[src/rtl/axis_fifo_ctrl.sv]
// axis_fifo_ctrl: control half of an AXI-Stream FIFO.
// Owns the write/read pointers, full/empty state and the valid bit of every
// registered output stage. It drives the enable/address side of a 1R1W sync
// memory followed by pipeline_output_p output registers; data never passes here.
// Optional level reporting (count_o, almost_full_o) is built only when the
// macro AXIS_FIFO_CTRL_LEVEL_EN is defined; otherwise both outputs tie to 0.
module axis_fifo_ctrl #(
    parameter int els_p                = 16,
    parameter int pipeline_output_p    = 1,
    parameter int almost_full_thresh_p = els_p - 2
) (
    input  logic                             clk_i,
    input  logic                             reset_i,
    input  logic                             s_axis_tvalid_i,
    output logic                             s_axis_tready_o,
    output logic                             m_axis_tvalid_o,
    input  logic                             m_axis_tready_i,
    output logic                             w_v_o,
    output logic [$clog2(els_p)-1:0]         w_addr_o,
    output logic                             r_v_o,
    output logic [$clog2(els_p)-1:0]         r_addr_o,
    output logic                             output_ready_o,
    output logic [pipeline_output_p-1:0]     valid_pipe_reg_o,
    output logic [$clog2(els_p+1)-1:0]       count_o,
    output logic                             almost_full_o
);

    localparam int addr_w_lp  = $clog2(els_p);
    localparam int ptr_w_lp   = addr_w_lp + 1;
    localparam int count_w_lp = $clog2(els_p + 1);

    // Marks the last output stage, which can only move when downstream accepts.
    localparam logic [pipeline_output_p-1:0] last_stage_lp =
        pipeline_output_p'(1) << (pipeline_output_p - 1);

    // Pointers carry one extra wrap bit so full and empty are distinguishable.
    logic [ptr_w_lp-1:0]          wr_ptr_r;
    logic [ptr_w_lp-1:0]          rd_ptr_r;
    logic                         empty;
    logic                         full;
    logic                         w_v;
    logic                         r_v;

    logic [pipeline_output_p-1:0] valid_r;
    logic [pipeline_output_p-1:0] valid_n;
    logic [pipeline_output_p-1:0] take;

    assign empty = (wr_ptr_r == rd_ptr_r);
    assign full  = (wr_ptr_r[addr_w_lp-1:0] == rd_ptr_r[addr_w_lp-1:0]) &&
                   (wr_ptr_r[addr_w_lp] != rd_ptr_r[addr_w_lp]);

    // Stage j may hand its beat on when downstream accepts or stage j+1 is empty;
    // the last stage sees a virtual always-full successor so it waits for tready.
    assign take = {pipeline_output_p{m_axis_tready_i}} |
                  ~((valid_r >> 1) | last_stage_lp);

    assign w_v = s_axis_tvalid_i && !full;
    assign r_v = !empty && (!valid_r[0] || take[0]);

    assign s_axis_tready_o  = !full;
    assign w_v_o            = w_v;
    assign w_addr_o         = wr_ptr_r[addr_w_lp-1:0];
    assign r_v_o            = r_v;
    assign r_addr_o         = rd_ptr_r[addr_w_lp-1:0];
    assign output_ready_o   = m_axis_tready_i;
    assign valid_pipe_reg_o = valid_r;
    assign m_axis_tvalid_o  = valid_r[pipeline_output_p-1];

    // Next valid state: a stage keeps its beat unless it moves on, and picks up
    // the beat of the previous stage (or a fresh memory read for stage 0).
    always_comb begin
        valid_n    = valid_r;
        valid_n[0] = r_v || (valid_r[0] && !take[0]);
        for (int j = 1; j < pipeline_output_p; j++) begin
            valid_n[j] = (valid_r[j] && !take[j]) || (valid_r[j-1] && take[j-1]);
        end
    end

    // Pointer registers; each wraps modulo 2*els_p through the extra bit.
    always_ff @(posedge clk_i) begin
        if (reset_i) begin
            wr_ptr_r <= '0;
            rd_ptr_r <= '0;
        end else begin
            if (w_v) wr_ptr_r <= wr_ptr_r + ptr_w_lp'(1);
            if (r_v) rd_ptr_r <= rd_ptr_r + ptr_w_lp'(1);
        end
    end

    // Output-stage valid bits; reset drops any beat in flight.
    always_ff @(posedge clk_i) begin
        if (reset_i) valid_r <= '0;
        else         valid_r <= valid_n;
    end

`ifdef AXIS_FIFO_CTRL_LEVEL_EN
    localparam logic [count_w_lp-1:0] thresh_lp = count_w_lp'(almost_full_thresh_p);

    logic [count_w_lp-1:0] count_r;
    logic [count_w_lp-1:0] count_n;
    logic                  almost_full_r;

    // Occupancy tracks wr_ptr - rd_ptr by applying the same write/read events.
    assign count_n = count_r + count_w_lp'(w_v) - count_w_lp'(r_v);

    // Level registers update on the same edge as the pointers.
    always_ff @(posedge clk_i) begin
        if (reset_i) begin
            count_r       <= '0;
            almost_full_r <= 1'b0;
        end else begin
            count_r       <= count_n;
            almost_full_r <= (count_n >= thresh_lp);
        end
    end

    assign count_o       = count_r;
    assign almost_full_o = almost_full_r;
`else
    logic unused_level_cfg;

    assign unused_level_cfg = (almost_full_thresh_p != 0);
    assign count_o          = '0;
    assign almost_full_o    = 1'b0;
`endif

endmodule

[config.mk]
export PLATFORM = sky130hd
export DESIGN_NAME = axis_fifo_ctrl
export DESIGN_NICKNAME = d
export VERILOG_FILES = /design/src/rtl/axis_fifo_ctrl.sv
export SDC_FILE = /design/constraint.sdc
export NUM_CORES = 1
export LEC_CHECK = 0
export CAP_MARGIN = 10
export CORE_UTILIZATION = 52
export DETAILED_ROUTE_END_ITERATION = 10
export GPL_ROUTABILITY_DRIVEN = 0
export PLACE_DENSITY = 0.84
export REMOVE_ABC_BUFFERS = 1
export SETUP_SLACK_MARGIN = 0.3
export SYNTH_ARGS = -nofsm -noshare
export SYNTH_HDL_FRONTEND = slang
export SYNTH_SLANG_ARGS = --single-unit
export TNS_END_PERCENT = 10
[constraint.sdc]
create_clock -name clk_i -period 3.68 [get_ports clk_i]
set_clock_uncertainty 0.1 [all_clocks]
set_input_delay 0.92 -clock clk_i [delete_from_list [all_inputs] [get_ports clk_i]]
set_output_delay 0.92 -clock clk_i [all_outputs]
set_load 0.02 [all_outputs]
=== After elaboration in Yosys (flattened, before gate mapping) ===
Index checks and enable logic that the tools add are counted.

* Output and inout port bits: 20
* Word-level logic and storage cells: 18
* Input bits: 4
* Flip-flop bits (word level): 11

* Equality and inequality tests: 3
* $add $sub $neg: 2
* Reductions and logical operators: 10

{| class="wikitable"
|+ Operators with widths
! kind !! number
|-
| 5-bit by 1-bit adder with 5-bit output (second input constant) || 2
|-
| 5-bit == test || 1
|-
| 4-bit == test || 1
|-
| 1-bit logical AND || 4
|-
| 1-bit logical NOT || 4
|-
| 1-bit logical OR || 2
|-
| 1-bit != test || 1
|}

=== Logic depth before layout (Yosys ltp) ===
Gate-level depths: netlist of the first run.

* Depth in word-level cells: 4
* Mapped depth: 5
* Gate-level depth less buffers: 5

=== Least setup slack after synthesis of the first run ===
No wires, ideal clock.

* Path type: register to output
* Start: reg wr_ptr_r[3]
* End: out w_v_o
* Setup slack: 1.249 ns
* Cell stages (with the launch flop): 5
* Path buffers: 1
* Arrival time: 1.411 ns
* Required time: 2.660 ns
* Cell sequence: dfxtp_1 xor2_1 nor4_4 buf_6 a21oi_1

* Word-level cells in the longest chain between the ends: 4

{| class="wikitable"
|+ RTL lines
! item !! RTL line !! RTL
|-
| from (decl) || 37 || <nowiki>logic [ptr_w_lp-1:0] wr_ptr_r;</nowiki>
|-
| from (signal assigned) || 85 || <nowiki>if (w_v) wr_ptr_r <= wr_ptr_r + ptr_w_lp'(1);</nowiki>
|-
| 4-bit == test || 49 || <nowiki>assign full = (wr_ptr_r[addr_w_lp-1:0] == rd_ptr_r[addr_w_lp-1:0]) &&</nowiki>
|-
| 1-bit logical AND || 49 ||
|-
| 1-bit logical NOT || 57 || <nowiki>assign w_v = s_axis_tvalid_i && !full;</nowiki>
|-
| 1-bit logical AND || 57 ||
|-
| to (decl) || 18 || <nowiki>output logic w_v_o,</nowiki>
|}

No other way between the ends.

=== Final worst setup path of the first run ===
* Start: in m_axis_tready_i
* End: out r_v_o

* Word-level cells in the longest chain between the ends: 2

{| class="wikitable"
|+ RTL lines
! item !! RTL line !! RTL
|-
| from (decl) || 17 || <nowiki>input logic m_axis_tready_i,</nowiki>
|-
| 1-bit logical OR || 58 || <nowiki>assign r_v = !empty && (!valid_r[0] || take[0]);</nowiki>
|-
| 1-bit logical AND || 58 ||
|-
| to (decl) || 20 || <nowiki>output logic r_v_o,</nowiki>
|}

No other way between the ends.

==> results of run 1 <==
## worst max-delay path, delay by kind of cell
| family | cells | cell delay, ns |
|---|---|---|
| simple gates | 2 | 0.36 |
| buf+inv | 2 | 0.99 |
## registers in the layout, indices dropped and copies added, names as in the netlist
signal and cells:
m_axis_tvalid_o 1, rd_ptr_r 5, wr_ptr_r 5
## routing by layer
metal  vias up  routed length [um]  GRT usage, %
met1       375                 978         31.07
met5         -                   0             0
met4         0                  23         9.091
li1        421                   -             -
met2        22                 938         31.59
met3         4                  71         2.400
## cell usage in the layout (no fill, tap or decap), types with 2 or more instances in the layout
master,Yosys,routed
nand4_1,6,6
nor3_1,5,5
conb_1,1,6
mux2i_1,5,5
a22oi_1,2,2
buf_4,16,5
a21oi_1,4,4
clkdlybuf4s50_1,0,16
nand2_1,10,10
o211ai_2,2,2
a31oi_1,3,3
dfxtp_1,11,11
clkbuf_4,0,3
and2_1,2,2
o211ai_1,2,2
nand3_1,4,4
nor2b_1,3,3
xor2_1,5,5
inv_1,3,3
nor2_1,4,4
o311ai_0,2,2
and3_1,6,6
nand2b_1,2,2
ha_1,2,2
## power groups by stage
stage	Combinational, mW	Clock [mW]	Sequential, mW
detailed placement	0.427	0	0.191
CTS	0.428	0.0886	0.188
global route	0.458	0.0939	0.193
global placement	0.412	0	0.188
floorplan	0.221	0	0.219
finish	0.429	0.0858	0.188
## cells in the mapped netlist (2+ instances only)
library cell  count
inv_1             3
clkbuf_8          2
nand4_1           6
a22oi_1           2
and2_1            2
buf_6             2
a31oi_1           3
buf_4            16
nor3_1            5
ha_1              2
o311ai_0          2
nor2b_1           3
o211ai_1          2
nor2_1            4
mux2i_1           5
nand3_1           4
o211ai_2          2
and3_1            6
nand2b_1          2
xor2_1            5
nand2_1          10
a21oi_1           4
dfxtp_1          11
## metrics by stage
step	hold WS (ns)	instance area, um^2
2_1_floorplan	0.4093	803.3
3_3_place_gp	0.4268	1042
3_5_place_dp	0.4499	1042
4_1_cts	0.4605	1069
5_1_grt	0.4917	1071
6_report	0.4519	1071
## worst paths after layout
path / startpoint / endpoint / slack [ns]
setup reg to reg: wr_ptr_r[3]$_SDFFE_PP0P_ / wr_ptr_r[4]$_SDFFE_PP0P_ / 1.96
hold / removal: rd_ptr_r[4]$_SDFFE_PP0P_ / rd_ptr_r[4]$_SDFFE_PP0P_ / 0.45
hold reg to reg: rd_ptr_r[4]$_SDFFE_PP0P_ / rd_ptr_r[4]$_SDFFE_PP0P_ / 0.45
setup / recovery: m_axis_tready_i / r_v_o / 0.40
## cell families after synthesis
group | synth area share (%)
AND/OR/NAND/NOR | 28.59
buffers and inverters | 19.32
AO/OA/AOI/OAI | 15.40
flip-flops | 22.98
XOR/XNOR | 5.483
multiplexers | 5.222
adder cells (fa/ha/maj) | 2.611
other | 0.3913
## final cells by class
cell class              instances  area share, %
repair buffers                 22          19.63
multi-input cells              85          53.39
clock buffers                   4          2.453
inverters                       3          1.051
well taps                      25          2.921
flip-flops and latches         11          20.56
==> run metrics, run 1 <==
outcome=completed; Cell Chain, Critical Path=clkdlybuf4s50_1 -> nor2b_1 -> nor2_1 -> clkdlybuf4s50_1; Switch Pwr=~0.32 mW; CP max-delay cell=clkdlybuf4s50_1; Net Sw Frac=45.77%; syn_area_per_cell=approximately 8.3 um^2; sequential share of power=between 20% and 30%; DRT Pass-1 Iters=4; die width=about 45 um; Final period util=between 80% and 90%; Via-to-Cell Ratio=5.480; most frequent CP cell=clkdlybuf4s50_1; pwr/cell area=656.3 nW/um^2; Final Worst Setup Slack=~0.4 ns; ys async rst share=0%; Sink Count=11; fmax=304.8 MHz; Critical Path RT=between 2 and 3 ns; Placed Instances=146; CTS tree=built; Worst VDD drop=0.5099 mV; fin cells=150; Seq/Total Area, Yosys=~23%; DIE AREA=2019 um^2; Min-Delay Path Class=reg2reg; via count=a little over 800; Slew Limit Fails=0; pre-CTS WS=approximately 0.34 ns; core area=1727 um^2; chip height=44.93 um; DR WL/cell=13.41 um; initial core utilization=55.51%; Pleak=0.4737 nW; Final ANT Viol Nets=0; Synth top area share=22.98%; Reg2Reg Depth=5; ANT cells=0; Clk Tree Root Cell=clkbuf_4; clock buffer depth=2; Top Ports=24; Max Cap Viol=0; Post-CTS Resized=0; Clock power frac=12.2%; vias in the first global route=between 600 and 700; total CTS buffers=3; final hold violations=0; GR Util All Layers=21.38%; Worst-path clk slew=0.07 ns; Post-Route Utilization=62.03%; HPWL after detailed placement=1431 um; final setup vio count=0; cell internal pwr=0.3812 mW; total gr overflow=0; synthesized flop and latch total=11; critical path class=in2out; Routed WL=~2000 um; share of cells above drive strength 1=11.20%; Post-synth top flop=dfxtp_1; Synth area leaders=dfxtp_1, buf_4, mux2i_1, xor2_1, and3_1; WHS Path Cells=2; P&R area growth vs syn=11.75%; total chip power=0.7029 mW; CP endpoint kind=output port; I/O Buffers=17; global-route wire length before repair=3174 um; EDFF count, synth=0; largest net degree at the start of global routing=16; largest area contributor in the netlist=dfxtp_1; Yosys warnings=0; Period minus WS final=3.281 ns; Total Nets Final=132; worst-path fanout max=4; largest stage delay on the critical path=0.56 ns; synthesized cell area=958.4 um^2; initial antenna violation count=0; WP data arrival=roughly 2.3 ns; RSZ-0062 raised after global routing=false; H-tree levels=1; register area=~220 um^2; hold buffers post-CTS=0; Setup Buffers After CTS=0; DRC viols=0; setup TNS=0 ns; logic gate share of total power=61.0%; clk_lat worst skew=between 0.2 and 0.3 ns; row count=15; fillers=160; Multi-input gate area=approximately 570 um^2; Netlist cell types=35; Worst setup SP type=input port; DR iter-0 viols=21; Mapped Cells=115
No activity file was read; power rests on OpenSTA's default activity.
==> run 2, diff against run 1 <==
--- a/config.mk
+++ b/config.mk
@@ -5,11 +5,12 @@
 export SDC_FILE = /design/constraint.sdc
 export NUM_CORES = 1
 export LEC_CHECK = 0
+export ABC_AREA = 1
 export CAP_MARGIN = 10
-export CORE_UTILIZATION = 52
+export CORE_UTILIZATION = 49
 export DETAILED_ROUTE_END_ITERATION = 10
 export GPL_ROUTABILITY_DRIVEN = 0
-export PLACE_DENSITY = 0.84
+export PLACE_DENSITY = 0.83
 export REMOVE_ABC_BUFFERS = 1
 export SETUP_SLACK_MARGIN = 0.3
 export SYNTH_ARGS = -nofsm -noshare
==> run 2 against run 1 <==
Compared with the run above: critical path depth did not move; maximum frequency rose by 1.0%; sequential share of layout area is 3.9 points higher; cell count down 1.3%; via count shrank 17%; die area decreased by 11%; register-to-register slack better by 0.18 ns; critical endpoint is now w_v_o; largest cell class unchanged; highest routed layer unchanged.
==> run metrics, run 2 <==
synthesized flop and latch total=11; Min-Delay Path Class=reg2reg; Placed Instances=144; global-route wire length before repair=around 2500 um; Final ANT Viol Nets=0; DRT Pass-1 Iters=4; Sink Count=11; syn_area_per_cell=6.468 um^2; CP bufs+invs=3; ANT cells=0; Worst setup SP type=input port; pre-CTS WS=around 0.27 ns; cell family with most CP delay=buffers and inverters; R2R Path Start=rd_ptr_r[0]$_SDFFE_PP0P_; Slew Limit Fails=0; largest stage delay on the critical path=0.59 ns; Reg2Reg Depth=7; Routed WL=1435 um; P&R area growth vs syn=12.17%; DR iter-0 viols=17; Hold Path Sink=rd_ptr_r[4]$_SDFFE_PP0P_; Net Sw Frac=42.93%; cell internal pwr=0.2710 mW; Pleak=~0.44 nW; most frequent CP cell=clkdlybuf4s50_1; Switch Pwr=0.2038 mW; most common cell in the netlist=nand2_1; Worst-path clk slew=around 0.07 ns; outcome=completed; vias in the first global route=595; initial core utilization=52.63%; CP endpoint kind=output port; most common cell after layout, fill and taps aside=nand2_1; CP max-delay cell=clkdlybuf4s50_1; HP Start=rd_ptr_r[4]$_SDFFE_PP0P_; WHS Path Cells=2; Clock power frac=approximately 18%; core area=1524 um^2; setup TNS=0 ns; Final period util=between 80% and 90%; pwr/cell area=527.8 nW/um^2; HPWL after detailed placement=1076 um; Max Cap Viol=0; critical path class=in2out; fillers=154; die width=around 42 um; Period minus WS final=3.247 ns; sequential share of power=around a third; EDFF count, synth=0; Mapped Cells=about 120; Yosys warnings=0; highest-count cells in the layout ignoring fill and taps=nand2_1, inv_1, nor2_1; Synth top area share=27.46%; share of cells above drive strength 1=8.333%; Via-to-Cell Ratio=about 4.6; Crit. path cell count=4; reg2reg end=rd_ptr_r[0]$_SDFFE_PP0P_; total gr overflow=0; Cell Chain, Critical Path=clkdlybuf4s50_1 -> nand2_1 -> inv_1 -> clkdlybuf4s50_1; DR WL/cell=around 9.7 um; CP Launch Point=s_axis_tvalid_i; DRC viols=0; synthesized cell area=802.0 um^2; largest area contributor in the netlist=dfxtp_1; Top Ports=24; fmax=308.0 MHz; via count=680; clk_lat worst skew=0.28 ns; Final Worst Setup Slack=about 0.43 ns; GR Util All Layers=a little under a fifth; largest net degree at the start of global routing=13; ys async rst share=0%; CTS tree=built; Worst VDD drop=about 0.34 mV; DIE AREA=1802 um^2; chip height=42.46 um; H-tree levels=1; clock buffer depth=2; Total Nets Final=139; Clk Tree Root Cell=clkbuf_4; initial antenna violation count=0; Netlist cell types=16; hold buffers post-CTS=0; total CTS buffers=3; total chip power=0.4748 mW; logic gate share of total power=47.9%; fin cells=148; WP data arrival=2.23 ns; worst hold margin=0.4340 ns; Seq/Total Area, Yosys=27.46%; RSZ-0062 raised after global routing=false; worst-path fanout max=7; Critical Path RT=2.66 ns; Post-synth top flop=dfxtp_1; final hold violations=0; Synth area leaders=dfxtp_1, buf_4, nand2_1, inv_1, nor2_1; row count=14; Synth top cells by count=nand2_1, inv_1, nor2_1; register-to-register setup slack=2.14 ns; final setup vio count=0; I/O Buffers=17
==> run 2: timing repair <==
| item | 4_1_cts | 5_1_grt |
|---|---|---|
| setup buffers | 0 | 0 |
| pin swaps | 0 | 0 |
| setup endpoints to repair | 1 | 1 |
| resized for setup | 1 | 1 |
==> run 2: per-stage QoR <==
step	utilization (%)	cell area, um^2
3_5_place_dp	56.98	868.3
5_1_grt	59.03	899.6
2_1_floorplan	-	678.2
6_report	59.03	899.6
4_1_cts	58.87	897.1
3_3_place_gp	56.98	868.3
==> run 2: logic make-up after synthesis <==
kind of cell	Yosys count	share of synthesized area [%]
XOR/XNOR	1	1.092
AND/OR/NAND/NOR	61	34.48
adder cells (fa/ha/maj)	2	3.120
flip-flops	11	27.46
buffers and inverters	38	27.15
other	1	0.4676
AO/OA/AOI/OAI	10	6.240
==> run 2: per-layer routing <==
layer  up-vias  GRT usage, %  part of all wire (%)
met4         0         11.88                   2.2
met2        21         29.23                    48
met1       282         20.90                    44
met3         4         8.190                   6.1
li1        373             -                     -
met5         -             0                     0
==> run 2: worst min-delay path: cells and delay by family (launching register included) <==
family / cells / cell delay (ns)
DFF: 1 / 0.36
and+or+nand+nor: 1 / 0.09
AOI/OAI and AO/OA: 1 / 0.05
==> run 2: power groups by stage <==
stage / sequential, mW / clock [mW] / combinational, mW
final: 0.162 / 0.0854 / 0.227
after global routing: 0.167 / 0.0934 / 0.255
after CTS: 0.162 / 0.0913 / 0.231
after detailed placement: 0.165 / 0 / 0.230
after global placement: 0.164 / 0 / 0.221
after floorplan: 0.185 / 0 / 0.122
==> run 2: area by class of cell <==
type	instances	area [um^2]	share of cell area (%)
clock buffer	4	26.28	2.921
sequential	11	220.2	24.48
timing repair buffer	17	172.7	19.19
inverter	20	75.07	8.345
tap	16	20.02	2.225
multi-input combinational	80	385.4	42.84
==> run 2: worst max path at each step <==
stage | endpoint
floorplan | r_v_o
global placement | r_v_o
detailed placement | r_v_o
CTS | r_v_o
global route | w_v_o
finish | w_v_o
